$ cat config.mk
export PLATFORM = sky130hd
export DESIGN_NAME = reg_writeback
export DESIGN_NICKNAME = d
export VERILOG_FILES = /design/src/rtl/wb_pkg.sv /design/src/rtl/wb_fifo.sv /design/src/rtl/reg_writeback.sv
export SDC_FILE = /design/constraint.sdc
export NUM_CORES = 1
export LEC_CHECK = 0
export CELL_PAD_IN_SITES_DETAIL_PLACEMENT = 0
export CELL_PAD_IN_SITES_GLOBAL_PLACEMENT = 2
export CORE_UTILIZATION = 37
export CTS_CLUSTER_DIAMETER = 60
export CTS_CLUSTER_SIZE = 24
export DETAILED_ROUTE_END_ITERATION = 16
export GPL_TIMING_DRIVEN = 0
export PLACE_DENSITY = 0.77
export SETUP_SLACK_MARGIN = 0.2
export SYNTH_ARGS = -nofsm -noshare
export SYNTH_HDL_FRONTEND = slang
export SYNTH_SLANG_ARGS = --single-unit
$ cat constraint.sdc
create_clock -name clk -period 3 [get_ports clk]
set_input_delay 0.6 -clock clk [delete_from_list [all_inputs] [get_ports clk]]
set_output_delay 0.6 -clock clk [all_outputs]
set_load 0.01 [all_outputs]
$ cat src/rtl/wb_pkg.sv
// wb_pkg: shared widths and the queued load-return entry type for the write-back stage
package wb_pkg;
    localparam int XLEN   = 32;
    localparam int REG_AW = 5;
    localparam int NREG   = 2 ** REG_AW;
    typedef struct packed {
        logic [REG_AW-1:0] rd;
        logic [XLEN-1:0]   data;
    } wb_entry_t;
endpackage

$ cat src/rtl/wb_fifo.sv
// wb_fifo: DEPTH-entry synchronous FIFO of wb_entry_t.
// Ports: clk, rst_n (async active-low, clears pointers and count),
//        push_i/din_i (write), pop_i/dout_o (head read, pop ignored when empty),
//        count_o (occupancy, one bit wider than the pointers).
module wb_fifo
    import wb_pkg::*;
#(
    parameter int DEPTH = 4
) (
    input  logic                       clk,
    input  logic                       rst_n,
    input  logic                       push_i,
    input  wb_entry_t                  din_i,
    input  logic                       pop_i,
    output wb_entry_t                  dout_o,
    output logic [$clog2(DEPTH):0]     count_o
);
    localparam int AW = $clog2(DEPTH);
    localparam int CW = AW + 1;
    wb_entry_t         mem_q [DEPTH];
    logic [AW-1:0]     wr_q, rd_q;
    logic [CW-1:0]     cnt_q;
    logic              do_pop;
    assign do_pop  = pop_i & (cnt_q != '0);
    assign dout_o  = mem_q[rd_q];
    assign count_o = cnt_q;
    always_ff @(posedge clk) begin
        if (push_i) mem_q[wr_q] <= din_i;
    end
    always_ff @(posedge clk or negedge rst_n) begin
        if (!rst_n) begin
            wr_q  <= '0;
            rd_q  <= '0;
            cnt_q <= '0;
        end else begin
            if (push_i) wr_q <= wr_q + AW'(1);
            if (do_pop) rd_q <= rd_q + AW'(1);
            cnt_q <= cnt_q + CW'(push_i) - CW'(do_pop);
        end
    end
endmodule

$ cat src/rtl/reg_writeback.sv
// reg_writeback: merges ALU results and FIFO-buffered load returns onto the register-file
// write port and tracks outstanding loads in a per-register scoreboard.
// Ports: clk, rst_n (async active-low); alu_valid/alu_rd/alu_data (always accepted);
//        ld_valid/ld_ready/ld_rd/ld_data (load-return handshake); issue_ld/issue_rd (sets busy);
//        busy (scoreboard); we/WriteAddr/WriteData (registered write port); fifo_count.
// Optional macro WB_BYPASS_EN: a load arriving with the FIFO empty and the ALU idle
// is written straight to the output registers instead of being queued.
module reg_writeback
    import wb_pkg::*;
#(
    parameter int DEPTH = 4
) (
    input  logic                   clk,
    input  logic                   rst_n,
    input  logic                   alu_valid,
    input  logic [REG_AW-1:0]      alu_rd,
    input  logic [XLEN-1:0]        alu_data,
    input  logic                   ld_valid,
    output logic                   ld_ready,
    input  logic [REG_AW-1:0]      ld_rd,
    input  logic [XLEN-1:0]        ld_data,
    input  logic                   issue_ld,
    input  logic [REG_AW-1:0]      issue_rd,
    output logic [NREG-1:0]        busy,
    output logic                   we,
    output logic [REG_AW-1:0]      WriteAddr,
    output logic [XLEN-1:0]        WriteData,
    output logic [$clog2(DEPTH):0] fifo_count
);
    localparam int CW = $clog2(DEPTH) + 1;
    localparam logic [CW-1:0] FULL = CW'(DEPTH);
    wb_entry_t         head, sel;
    logic              ld_fire, fifo_empty, pop, byp, push, sel_v, ret_v, we_d;
    logic [REG_AW-1:0] ret_rd;
    logic [NREG-1:0]   set_m, clr_m, busy_d, busy_q;
    logic              we_q;
    logic [REG_AW-1:0] waddr_q;
    logic [XLEN-1:0]   wdata_q;
    // Readiness comes only from the registered count, so a full FIFO refuses even while popping.
    assign ld_ready   = fifo_count < FULL;
    assign ld_fire    = ld_valid & ld_ready;
    assign fifo_empty = fifo_count == '0;
    assign pop        = ~alu_valid & ~fifo_empty;
`ifdef WB_BYPASS_EN
    assign byp = ld_fire & fifo_empty & ~alu_valid;
`else
    assign byp = 1'b0;
`endif
    assign push = ld_fire & ~byp;
    wb_fifo #(.DEPTH(DEPTH)) u_fifo (
        .clk     (clk),
        .rst_n   (rst_n),
        .push_i  (push),
        .din_i   (wb_entry_t'{ld_rd, ld_data}),
        .pop_i   (pop),
        .dout_o  (head),
        .count_o (fifo_count)
    );
    always_comb begin
        sel    = alu_valid ? wb_entry_t'{alu_rd, alu_data} : pop ? head : wb_entry_t'{ld_rd, ld_data};
        sel_v  = alu_valid | pop | byp;
        we_d   = sel_v & (sel.rd != '0);
        ret_v  = pop | byp;
        ret_rd = pop ? head.rd : ld_rd;
        clr_m  = ret_v ? NREG'(1) << ret_rd : '0;
        set_m  = (issue_ld && issue_rd != '0) ? NREG'(1) << issue_rd : '0;
        // Set is applied after clear so a same-cycle reissue keeps the bit; x0 is never tracked.
        busy_d = ((busy_q & ~clr_m) | set_m) & ~NREG'(1);
    end
    always_ff @(posedge clk or negedge rst_n) begin
        if (!rst_n) begin
            we_q    <= 1'b0;
            waddr_q <= '0;
            wdata_q <= '0;
            busy_q  <= '0;
        end else begin
            we_q   <= we_d;
            busy_q <= busy_d;
            if (we_d) begin
                waddr_q <= sel.rd;
                wdata_q <= sel.data;
            end
        end
    end
    assign we        = we_q;
    assign WriteAddr = waddr_q;
    assign WriteData = wdata_q;
    assign busy      = busy_q;
endmodule

==> results of run 1 <==
sequential cells by signal (all words and copies together) (netlist names):
name            cells
WriteAddr           5
WriteData          32
busy               31
u_fifo.count_o      3
u_fifo.mem_q      148
u_fifo.rd_q         2
u_fifo.wr_q         2
we                  1
synthesized netlist by cell type (6+ instances only):
| master | number | share of area [%] |
|---|---|---|
| o211ai_1 | 32 | 2.6 |
| edfxtp_1 | 148 | 48 |
| a22oi_1 | 32 | 2.6 |
| o21ai_0 | 64 | 3.5 |
| buf_6 | 7 | 0.86 |
| a21oi_1 | 6 | 0.33 |
| nand3_1 | 10 | 0.54 |
| clkbuf_1 | 27 | 1.1 |
| ha_1 | 6 | 0.82 |
| nand2_1 | 51 | 2.1 |
| inv_1 | 11 | 0.45 |
| mux4_2 | 38 | 9.3 |
| nand4_1 | 35 | 2.4 |
| dfrtp_1 | 76 | 21 |
| nor2_1 | 9 | 0.37 |
metrics by stage:
step           hold WS, ns  setup WS [ns]  area [sq um]  instances  TNS [ns]
2_1_floorplan        0.304          0.374          9200        601         0
3_3_place_gp         0.492          -1.62         11200       1080   -211.49
3_5_place_dp         0.500         -0.136         11300       1085    -0.154
4_1_cts             0.0868          0.232         11900       1117         0
5_1_grt              0.107          0.206         11900       1119         0
6_report            0.0628          0.368         11900       1120         0
path summary, 6_finish.rpt:
path / start / to / slack, ns / cells past startpoint
setup / recovery: u_fifo.count_o[2] / u_fifo.count_o[2] / 0.37 / 11
hold / removal: rst_n / WriteAddr[4] / 0.06 / 1
setup reg to reg: u_fifo.count_o[2] / u_fifo.count_o[2] / 0.37 / 11
hold reg to reg: busy[30] / busy[30] / 0.51 / 2
max in group asynchronous: rst_n / busy[7] / 2.32 / 2
min in group clk: busy[30] / busy[30] / 0.51 / 2
report_power, final:
part / internal [mW] / leakage [nW] / switching [mW]
Combinational: 1.99 / 1.57 / 2.00
Sequential: 4.09 / 2.26 / 0.447
Clock: 1.33 / 0.313 / 1.25
Total: 7.41 / 4.14 / 3.69
logic make-up after synthesis:
group | count (synthesis)
flops | 224
compound gates | 146
simple gates | 129
buf+inv | 51
mux | 38
fa+ha+maj | 7
xor+xnor | 5
other cells | 1
per-layer routing:
| metal | part of all wire [%] | wire, um | up-vias |
|---|---|---|---|
| li1 | - | - | 2743 |
| met1 | 43 | 10000 | 3139 |
| met2 | 49 | 11500 | 187 |
| met3 | 5.9 | 1380 | 43 |
| met4 | 2.2 | 512 | 2 |
| met5 | 0.055 | 13 | - |
layout by cell type (no fill, tap or decap), types with 2 or more instances in the layout:
master,count
inv_12,4
o211ai_1,32
nand4b_1,2
clkbuf_1,26
clkbuf_16,19
clkdlybuf4s50_1,154
o21ai_0,64
nor2b_1,5
buf_2,6
nor3_1,3
nand4_1,35
dfrtp_1,76
ha_1,6
xnor2_1,5
edfxtp_1,148
buf_6,8
inv_1,11
inv_6,2
mux4_2,38
nand2_1,50
nand3_1,10
nand2b_1,2
nor2_1,8
buf_12,4
a21oi_1,6
a22oi_1,32
and2_2,4
nor4_1,2
clkinv_8,2
a221o_1,4
a211o_1,3
buf_4,4
cell type report:
cell class                      instances  area share [%]
Clock buffer                           20            4.01
Antenna cell                            1          0.0209
Sequential cell                       224            53.1
Timing Repair Buffer                  162            14.0
Inverter                               11           0.346
Tap cell                              324            3.39
Clock inverter                         12            1.41
Buffer                                 40            1.85
Multi-Input combinational cell        326            21.8
timing repair:
| item | 4_1_cts | 5_1_grt |
|---|---|---|
| gates cloned | 0 | 0 |
| buffers inserted | 0 | 2 |
| pin swaps | 0 | 1 |
| gates resized for setup | 4 | 4 |
| setup endpoints to repair | 1 | 7 |
==> results.yml, run 1 <==
detailed_routing:
  post_drt_wl_per_cell_um: 20.9
  remaining_drc_errors: 0
  ant_nets: 0
  drt-initial-drc-count: 417
  viasPerCell: 5.46
  detailedRoute.firstPassIterationCount: 5
  vias: 6114
  routed_wl_mm: 23.4
finish:
  area_growth_pct: 29.9
  drive_above_1_share_pct: 12.5
  fillerInstances: 2117
  multiInputGateArea_sq_um: 2610
  final_core_util_pct: 49.1
  regArea_sq_um: 6350
  layout.nets: 874
grt:
  grt_use_total_pct: 18.5
  grt_max_degree: 43
  grt_pass1_vias: 6386
  grt_first_pass_wirelength_mm: 36.5
  grt.met3_usage_pct: 3.71
  grt_use_met2_pct: 31.4
  busiest_layer: "met2"
  met1_usage_pct: 24.2
  antenna_found_initial: 2
  grt_overflow: 0
synthesis:
  syn_nets: 692
  synth.distinct_cells: 38
  synth_xor_area_share_pct: 0.476
  ys_async_sr_fraction_pct: 33.9
  synth_top_family_by_area: "compound AO/OA/AOI/OAI gates"
  synth-seq-cells: 224
  synth_compound_area_share_pct: 10.3
  synthMuxAreaShare_pct: 9.30
  synth_edf_count: 148
  netlist_instances: 601
  avgSynthCellArea_sq_um: 15.3
  synth_adder_area_share_pct: 1.03
  ys_warn_count: 0
  yosys.area_share.simple_pct: 7.11
  synthFlopType: "edfxtp_1"
  yosysSeqAreaShare_pct: 69.0
  synth_area_sq_um: 9200
die:
  die_x_um: 160
  rows: 57
  fp.dieH_um: 160
  dieArea_sq_um: 25500
  core_area_sq_um: 24300
  initial_core_util_pct: 37.8
  num_io_pins: 158
critical_path:
  critPathRequiredTime_ns: 3.43
  setup.worst_path.end_class: "flip-flop"
  cp_top_family: "adder cells"
  path_class: "flip-flop to flip-flop"
  worstPathArrival_ns: 3.06
  critPathLaunchType: "flip-flop"
  cp_cell_sequence: "or3_1, buf_2, nand2_2, inv_1, buf_6, ha_1, inv_1, ha_1, fa_1, xnor2_1, xnor2_1"
  cp_slowest_cell: "dfrtp_1"
  crit_path_max_fanout: 10
  critPathBufInv: 4
  max_stage_delay_ns: 0.42
sta:
  tightest_slew_ns: 0.831
  layout_min_cycle_time_ns: 2.63
  final-setup-viol-count: 0
  hold_viol_final: 0
  drv_slew: 0
  rsz0062_at_grt: "no"
  finClkSkew_ns: 0.0183
  fin_crit_sh_pct: 87.7
  relSlewSlack_pct: 44.2
  fmax_ghz: 0.380
cts:
  cts_inserted_buffers: 18
  clk_path_buf_depth: 3
  holdBufCountCts: 0
  clock_latency_ns: 0.51
  path_clk_slew_ns: 0.08
  cts_max_level: 1
  tritoncts: "done"
  cts_root_buf: "clkbuf_16"
  clock-sinks: 224
min_path:
  holdCritPathClass: "input port to asynchronous set/reset pin"
power:
  power_mw: 11.1
  power_density_nw_per_um2: 929
  leakagePower_nw: 4.14
  ir_drop_uv: 506
status:
  status: "completed"
placed_design:
  numPortBuffers: 155
  hpwl_mm: 16.3
  place_congestion: 0.824
flow_run:
  max_cap_violations: 0
No activity file was read; power rests on OpenSTA's default activity.
==> run 2: changes to the inputs <==
--- a/config.mk
+++ b/config.mk
@@ -14,6 +14,7 @@
 export GPL_TIMING_DRIVEN = 0
 export PLACE_DENSITY = 0.77
 export SETUP_SLACK_MARGIN = 0.2
+export SKIP_LAST_GASP = 1
 export SYNTH_ARGS = -nofsm -noshare
 export SYNTH_HDL_FRONTEND = slang
 export SYNTH_SLANG_ARGS = --single-unit
==> results of run 2 <==
Final layout, timing and power as in run 1 (identical DEF).
